--- config.mk ---
export PLATFORM = sky130hd
export DESIGN_NAME = if_id_queue_flat
export DESIGN_NICKNAME = d
export VERILOG_FILES = /design/src/rtl/if_id_queue_pkg.sv /design/src/rtl/if_id_queue_if.sv /design/src/rtl/if_id_fifo_mem.sv /design/src/rtl/if_id_queue.sv /design/src/flat_wrapper.sv
export SDC_FILE = /design/constraint.sdc
export NUM_CORES = 1
export LEC_CHECK = 0
export CAP_MARGIN = 15
export CORE_MARGIN = 1
export CORE_UTILIZATION = 50
export CTS_CLUSTER_SIZE = 20
export DETAILED_ROUTE_END_ITERATION = 6
export PLACE_DENSITY = 0.77
export SLEW_MARGIN = 20
export SYNTH_ARGS = -nofsm -noshare
export SYNTH_HDL_FRONTEND = slang
export SYNTH_HIERARCHICAL = 1
export SYNTH_SLANG_ARGS = --single-unit
--- constraint.sdc ---
create_clock -name clk -period 9.5 [get_ports clk]
set_input_delay 1.425 -clock clk [delete_from_list [all_inputs] [get_ports clk]]
set_output_delay 1.425 -clock clk [all_outputs]
set_load 0.1 [all_outputs]
--- src/rtl/if_id_queue_pkg.sv ---
// Shared constants for the IF/ID pipeline registers: bus widths, the zero word
// and the stall-bus bit that freezes the ID stage.
package if_id_queue_pkg;

    localparam int InstAddrBus = 32;
    localparam int InstBus     = 32;
    localparam int StallBus    = 6;
    localparam int StallId     = 1;

    localparam logic [31:0] ZeroWord = 32'h0000_0000;

endpackage

--- src/rtl/if_id_queue_if.sv ---
// IF-to-queue fetch handshake plus the queue-to-ID instruction stage.
interface if_id_queue_if #(
    parameter int ADDR_W = 32,
    parameter int INST_W = 32
);
    // Fetch side is valid/ready: a transfer happens on the rising edge where
    // if_valid and if_ready are both 1; if_ready never depends on if_valid.
    logic              if_valid;
    logic [ADDR_W-1:0] if_pc;
    logic [INST_W-1:0] if_inst;
    logic              if_ready;

    logic              id_valid;
    logic [ADDR_W-1:0] id_pc;
    logic [INST_W-1:0] id_inst;

    modport master (
        output if_valid, if_pc, if_inst,
        input  if_ready,
        input  id_valid, id_pc, id_inst
    );

    modport slave (
        input  if_valid, if_pc, if_inst,
        output if_ready,
        output id_valid, id_pc, id_inst
    );

endinterface

--- src/rtl/if_id_fifo_mem.sv ---
// Entry storage for the IF/ID queue: synchronous write, asynchronous read.
// Contents are not reset; the queue pointers decide which entries are live.
module if_id_fifo_mem #(
    parameter int DEPTH = 4,
    parameter int WIDTH = 64,
    parameter int PTR_W = 2
) (
    input  logic             clk,
    input  logic             we,
    input  logic [PTR_W-1:0] waddr,
    input  logic [WIDTH-1:0] wdata,
    input  logic [PTR_W-1:0] raddr,
    output logic [WIDTH-1:0] rdata
);

    logic [WIDTH-1:0] mem [DEPTH];

    always_ff @(posedge clk) begin
        if (we) begin
            mem[waddr] <= wdata;
        end
    end

    assign rdata = mem[raddr];

endmodule

--- src/rtl/if_id_queue.sv ---
// IF/ID pipeline register with a DEPTH-entry {pc, inst} FIFO ahead of the
// registered ID stage, so fetch can run ahead while ID is stalled.
module if_id_queue
    import if_id_queue_pkg::*;
#(
    parameter int ADDR_W    = InstAddrBus,
    parameter int INST_W    = InstBus,
    parameter int DEPTH     = 4,
    parameter int STALL_W   = StallBus,
    parameter int STALL_BIT = StallId
) (
    input  logic                   clk,
    input  logic                   rst,
    input  logic [STALL_W-1:0]     stall_sign,
    input  logic                   flush,
    if_id_queue_if.slave           bus,
    output logic [$clog2(DEPTH):0] count
);

    localparam int PTR_W = $clog2(DEPTH);
    localparam int CNT_W = PTR_W + 1;
    localparam int ENT_W = ADDR_W + INST_W;
    localparam logic [CNT_W-1:0] FULL_CNT = CNT_W'(DEPTH);

    logic [PTR_W-1:0]  wr_ptr;
    logic [PTR_W-1:0]  rd_ptr;
    logic [CNT_W-1:0]  cnt_q;
    logic [ENT_W-1:0]  rd_entry;

    logic              id_valid_q;
    logic [ADDR_W-1:0] id_pc_q;
    logic [INST_W-1:0] id_inst_q;

    logic stall;
    logic empty;
    logic ready;
    logic push;
    logic pop;
    logic bypass;
    logic wr_en;

    logic unused_stall_bits;
    assign unused_stall_bits = ^stall_sign;

    assign stall = stall_sign[STALL_BIT];
    assign empty = (cnt_q == '0);
    assign ready = (cnt_q != FULL_CNT);
    assign push  = bus.if_valid && ready;

    // An empty queue with a free output stage forwards the fetch directly,
    // so the entry never touches storage and latency stays at one cycle.
    assign pop    = !flush && !stall && !empty;
    assign bypass = !flush && !stall && empty && push;
    assign wr_en  = push && !flush && !bypass;

    if_id_fifo_mem #(
        .DEPTH (DEPTH),
        .WIDTH (ENT_W),
        .PTR_W (PTR_W)
    ) u_mem (
        .clk   (clk),
        .we    (wr_en),
        .waddr (wr_ptr),
        .wdata ({bus.if_pc, bus.if_inst}),
        .raddr (rd_ptr),
        .rdata (rd_entry)
    );

    always_ff @(posedge clk or negedge rst) begin
        if (!rst) begin
            wr_ptr <= '0;
            rd_ptr <= '0;
            cnt_q  <= '0;
        end else if (flush) begin
            wr_ptr <= '0;
            rd_ptr <= '0;
            cnt_q  <= '0;
        end else begin
            if (wr_en) begin
                wr_ptr <= wr_ptr + 1'b1;
            end
            if (pop) begin
                rd_ptr <= rd_ptr + 1'b1;
            end
            case ({wr_en, pop})
                2'b10:   cnt_q <= cnt_q + 1'b1;
                2'b01:   cnt_q <= cnt_q - 1'b1;
                default: cnt_q <= cnt_q;
            endcase
        end
    end

    always_ff @(posedge clk or negedge rst) begin
        if (!rst) begin
            id_valid_q <= 1'b0;
            id_pc_q    <= ADDR_W'(ZeroWord);
            id_inst_q  <= INST_W'(ZeroWord);
        end else if (flush) begin
            id_valid_q <= 1'b0;
            id_pc_q    <= ADDR_W'(ZeroWord);
            id_inst_q  <= INST_W'(ZeroWord);
        end else if (!stall) begin
            if (pop) begin
                id_valid_q <= 1'b1;
                id_pc_q    <= rd_entry[ENT_W-1:INST_W];
                id_inst_q  <= rd_entry[INST_W-1:0];
            end else if (bypass) begin
                id_valid_q <= 1'b1;
                id_pc_q    <= bus.if_pc;
                id_inst_q  <= bus.if_inst;
            end else begin
                id_valid_q <= 1'b0;
                id_pc_q    <= ADDR_W'(ZeroWord);
                id_inst_q  <= INST_W'(ZeroWord);
            end
        end
    end

    assign bus.if_ready = ready;
    assign bus.id_valid = id_valid_q;
    assign bus.id_pc    = id_pc_q;
    assign bus.id_inst  = id_inst_q;
    assign count        = cnt_q;

endmodule
--- src/flat_wrapper.sv ---
// flat-port wrapper written by rule: the top's interface ports become plain ports
module if_id_queue_flat import if_id_queue_pkg::*;
#(
    parameter int ADDR_W    = InstAddrBus,
    parameter int INST_W    = InstBus,
    parameter int DEPTH     = 4,
    parameter int STALL_W   = StallBus,
    parameter int STALL_BIT = StallId
)
  (clk, rst, stall_sign, flush, count, bus_if_valid, bus_if_pc, bus_if_inst, bus_if_ready, bus_id_valid, bus_id_pc, bus_id_inst);
  if_id_queue_if #(.ADDR_W(ADDR_W), .INST_W(INST_W)) bus_i ();
  input  logic clk;
  input  logic rst;
  input  logic [STALL_W-1:0] stall_sign;
  input  logic flush;
  output logic [$clog2(DEPTH):0] count;
  input wire logic [$bits(bus_i.if_valid)-1:0] bus_if_valid;
  input wire logic [$bits(bus_i.if_pc)-1:0] bus_if_pc;
  input wire logic [$bits(bus_i.if_inst)-1:0] bus_if_inst;
  output wire logic [$bits(bus_i.if_ready)-1:0] bus_if_ready;
  output wire logic [$bits(bus_i.id_valid)-1:0] bus_id_valid;
  output wire logic [$bits(bus_i.id_pc)-1:0] bus_id_pc;
  output wire logic [$bits(bus_i.id_inst)-1:0] bus_id_inst;
  assign bus_i.if_valid = bus_if_valid;
  assign bus_i.if_pc = bus_if_pc;
  assign bus_i.if_inst = bus_if_inst;
  assign bus_if_ready = bus_i.if_ready;
  assign bus_id_valid = bus_i.id_valid;
  assign bus_id_pc = bus_i.id_pc;
  assign bus_id_inst = bus_i.id_inst;
  if_id_queue #(.ADDR_W(ADDR_W), .INST_W(INST_W), .DEPTH(DEPTH), .STALL_W(STALL_W), .STALL_BIT(STALL_BIT)) u_core (.clk(clk), .rst(rst), .stall_sign(stall_sign), .flush(flush), .bus(bus_i), .count(count));
endmodule
==> summary.txt <==
Hold path
  • HP Class: reg -> reg

Critical path
  • Cell breakdown of the critical path: clkdlybuf4s50_1 > and2b_1 > o21ai_1 > nor2_1 > and3b_4 > buf_4
  • Crit path DAT: 4.02 ns
  • Worst setup SP type: input port
  • Crit path max-delay cell type: clkdlybuf4s50_1
  • Critical Path Sink Type: flip-flop
  • Crit-path max FO: 38
  • Crit Path Category: in -> reg
  • Required time worst endpoint: slightly below 10 ns
  • Crit-path max cell delay: 0.79 ns

Synth
  • Syn_nets: between 600 and 700
  • Yosys cell types: 39
  • EDFF count, synth: ~260
  • Number of synthesized register bits: around 330
  • Predominant post-synthesis flop cell: edfxtp_1
  • Avg Inst Size Synth: a little over 20 µm²
  • Ys async rst share: between 20% and 30%
  • Dominant cell type by area after synthesis: edfxtp_1
  • Most numerous cell in the Yosys netlist: edfxtp_1
  • Synth top area share: roughly three fifths
  • Commonest cells in the netlist: edfxtp_1, dfrtp_1, inv_1
  • Sequential cell area fraction in the yosys report: around 76%
  • Syn Inst Count: around 600
  • Ys Warns: 6
  • Syn Std Cell Area: between 10000 and 15000 µm²
  • Synth top area cells: edfxtp_1, dfrtp_1, mux4_2, a222oi_1, inv_1

CTS
  • PostCTS Resize Cnt: 0
  • CTS tree: built
  • Post-CTS Hold Fix Bufs: 0
  • Clk slew on worst S/H paths: about 0.060 ns
  • Clk sinks: about 330
  • Post-CTS setup buffer count: 0
  • Root buffer cell: clkbuf_16
  • CTS buffer count: 34
  • Htree depth: 2
  • CTS Buffer Depth: 3
  • Clk Latency, worst-skew pair: roughly 0.50 ns

Timing
  • Slew HR: a little over a quarter
  • Clock Skew: ~0.0094 ns
  • Fin crit period: around 3.9 ns
  • F_max: 257.6 MHz
  • RSZ-0062 raised after global routing: no
  • Final TNS setup: 0 ns
  • Worst Tran Pin Value: 1.109 ns
  • Worst Hold Slack: between 0.5 and 0.6 ns
  • Final period util: between 40% and 50%
  • Max-slew violations: 0
  • Final setup vio count: 0
  • Final hold violation count: 0

Placement
  • Placed wire-length estimate: between 10000 and 15000 µm
  • IO Port Bufs: approximately 140
  • Placer Congestion: between 0.7 and 0.8

Power and ir drop
  • Worst vdd ir: 0.0001882 V
  • Sequential share of power: roughly 45%
  • Clock power share: a little under a third
  • Leakage: 5.510 nW
  • PD cells: between 200 and 300 nW/µm²
  • Sw Share: a little under a third
  • Comb pwr share: about a quarter
  • Net Switching: ~1.2 mW
  • Internal power: around 2.7 mW

Floorplan
  • Floorplan row count: 57
  • Die Area: ~26000 µm²
  • Boundary pin count: between 100 and 150
  • Die width: 159.8 µm
  • Die Span Y: 159.8 µm
  • Core box area: around 24000 µm²
  • Starting Density: between 50% and 60%

Outcome
  • Status: complete, no violations

Route
  • Remaining DRCs: 0
  • Drt via density: around 6
  • Routed vias: 6544
  • WL final: between 20000 and 30000 µm
  • Final ANT Viol Nets: 0
  • Routed length per instance: 23.81 µm
  • DRT Pass-1 Iters: 6
  • DR iter-0 viols: around 790

Final layout
  • ANT cells: 0
  • Layout cells sized above 1: between 10% and 20%
  • Area delta synth->final: 21.28%
  • NumNets Final: 822

Job
  • Max_cap viols: 0

Global route
  • Total GRT Usage: a little over a fifth
  • First-pass GRT wire length: between 40000 and 50000 µm
  • Grt ovf: 0
  • Largest net degree at the start of global routing: 67
  • Initial antenna violation count: 0
  • Vias in the first global route: 7184
cells by family after synthesis:
family,after synthesis,share of synthesized area [%]
DFF,328,76.25
buffers and inverters,102,4.363
AOI/OAI and AO/OA,75,5.751
muxes,67,11.96
and+or+nand+nor,28,1.367
xor gates and xnor gates,2,0.1408
adders and majority gates,1,0.1609
layout by cell type (no fill, tap or decap), drive strengths merged, types with 3 or more instances in the layout:
master / Yosys / routed
edfxtp: 256 / 256
clkdlybuf4s50: 0 / 136
dfrtp: 72 / 72
inv: 64 / 65
mux4: 64 / 64
a222oi: 63 / 63
clkbuf: 13 / 51
buf: 25 / 10
clkinv: 0 / 8
nor2: 6 / 6
nor3: 4 / 4
a21oi: 3 / 3
per-layer routing:
metal  up-vias  share of wire [%]  global-route usage, %
met2       301                 50                  34.87
met3        32                7.4                  4.597
met1      3431                 41                  28.08
met4         0                1.6                  6.512
met5         -                  0                      0
li1       2780                  -                      -
path summary, 6_finish.rpt:
path / startpoint / end / slack [ns] / cells past startpoint
min in group asynchronous: rst / u_core/bus.id_pc[30]$_DFFE_PN0P_ / 0.90 / 1
hold reg to reg: u_core/bus.id_inst[12]$_DFFE_PN0P_ / u_core/bus.id_inst[12]$_DFFE_PN0P_ / 0.51 / 2
setup / recovery: stall_sign[1] / u_core/u_mem/mem[1][50]$_DFFE_PP_ / 5.62 / 6
hold / removal: u_core/bus.id_inst[12]$_DFFE_PN0P_ / u_core/bus.id_inst[12]$_DFFE_PN0P_ / 0.51 / 2
max in group asynchronous: rst / u_core/rd_ptr[1]$_DFFE_PN0P_ / 7.52 / 2
setup reg to reg: u_core/rd_ptr[0]$_DFFE_PN0P_ / u_core/bus.id_pc[4]$_DFFE_PN0P_ / 6.72 / 4
worst max-delay path: cells and delay by family:
kind	cells	cell delay, ns
AND/OR/NAND/NOR	3	1.07
AO/OA/AOI/OAI	1	0.09
buffers and inverters	2	1.40
flip-flops by register name (all words and copies together) (netlist names):
name	count
u_core/bus.id_inst	32
u_core/bus.id_pc	32
u_core/rd_ptr	2
u_core/count	3
u_core/u_mem/mem	256
u_core/wr_ptr	2
u_core/bus.id_valid	1
power by group through the flow:
stage          combinational (mW)  clock (mW)  sequential, mW
2_1_floorplan               0.318           0            2.16
3_3_place_gp                0.915           0            1.77
3_5_place_dp                0.930           0            1.78
4_1_cts                     0.934        1.28            1.75
5_1_grt                     0.967        1.34            1.77
6_report                    0.929        1.26            1.75
final cells by class:
class	instances	area (µm²)
Tap cell	324	405.4
Multi-Input combinational cell	173	2445
Inverter	64	240.2
Clock inverter	11	81.33
Sequential cell	328	9497
Clock buffer	51	988.4
Timing Repair Buffer	146	1436
Fill cell	1711	9298
metrics by stage:
step / total power [mW] / cell area [µm²] / instances / util, % / setup WS (ns)
2_1_floorplan: 2.479 / 12440 / 603 / - / 2.118
3_3_place_gp: 2.688 / 14020 / 1035 / 57.49 / 5.228
3_5_place_dp: 2.712 / 14020 / 1035 / 57.49 / 5.116
4_1_cts: 3.972 / 15090 / 1097 / 61.88 / 5.629
5_1_grt: 4.072 / 15090 / 1097 / 61.88 / 5.476
6_report: 3.938 / 15090 / 1097 / 61.88 / 5.619
Note: power is estimated with default switching activity, not from simulation.
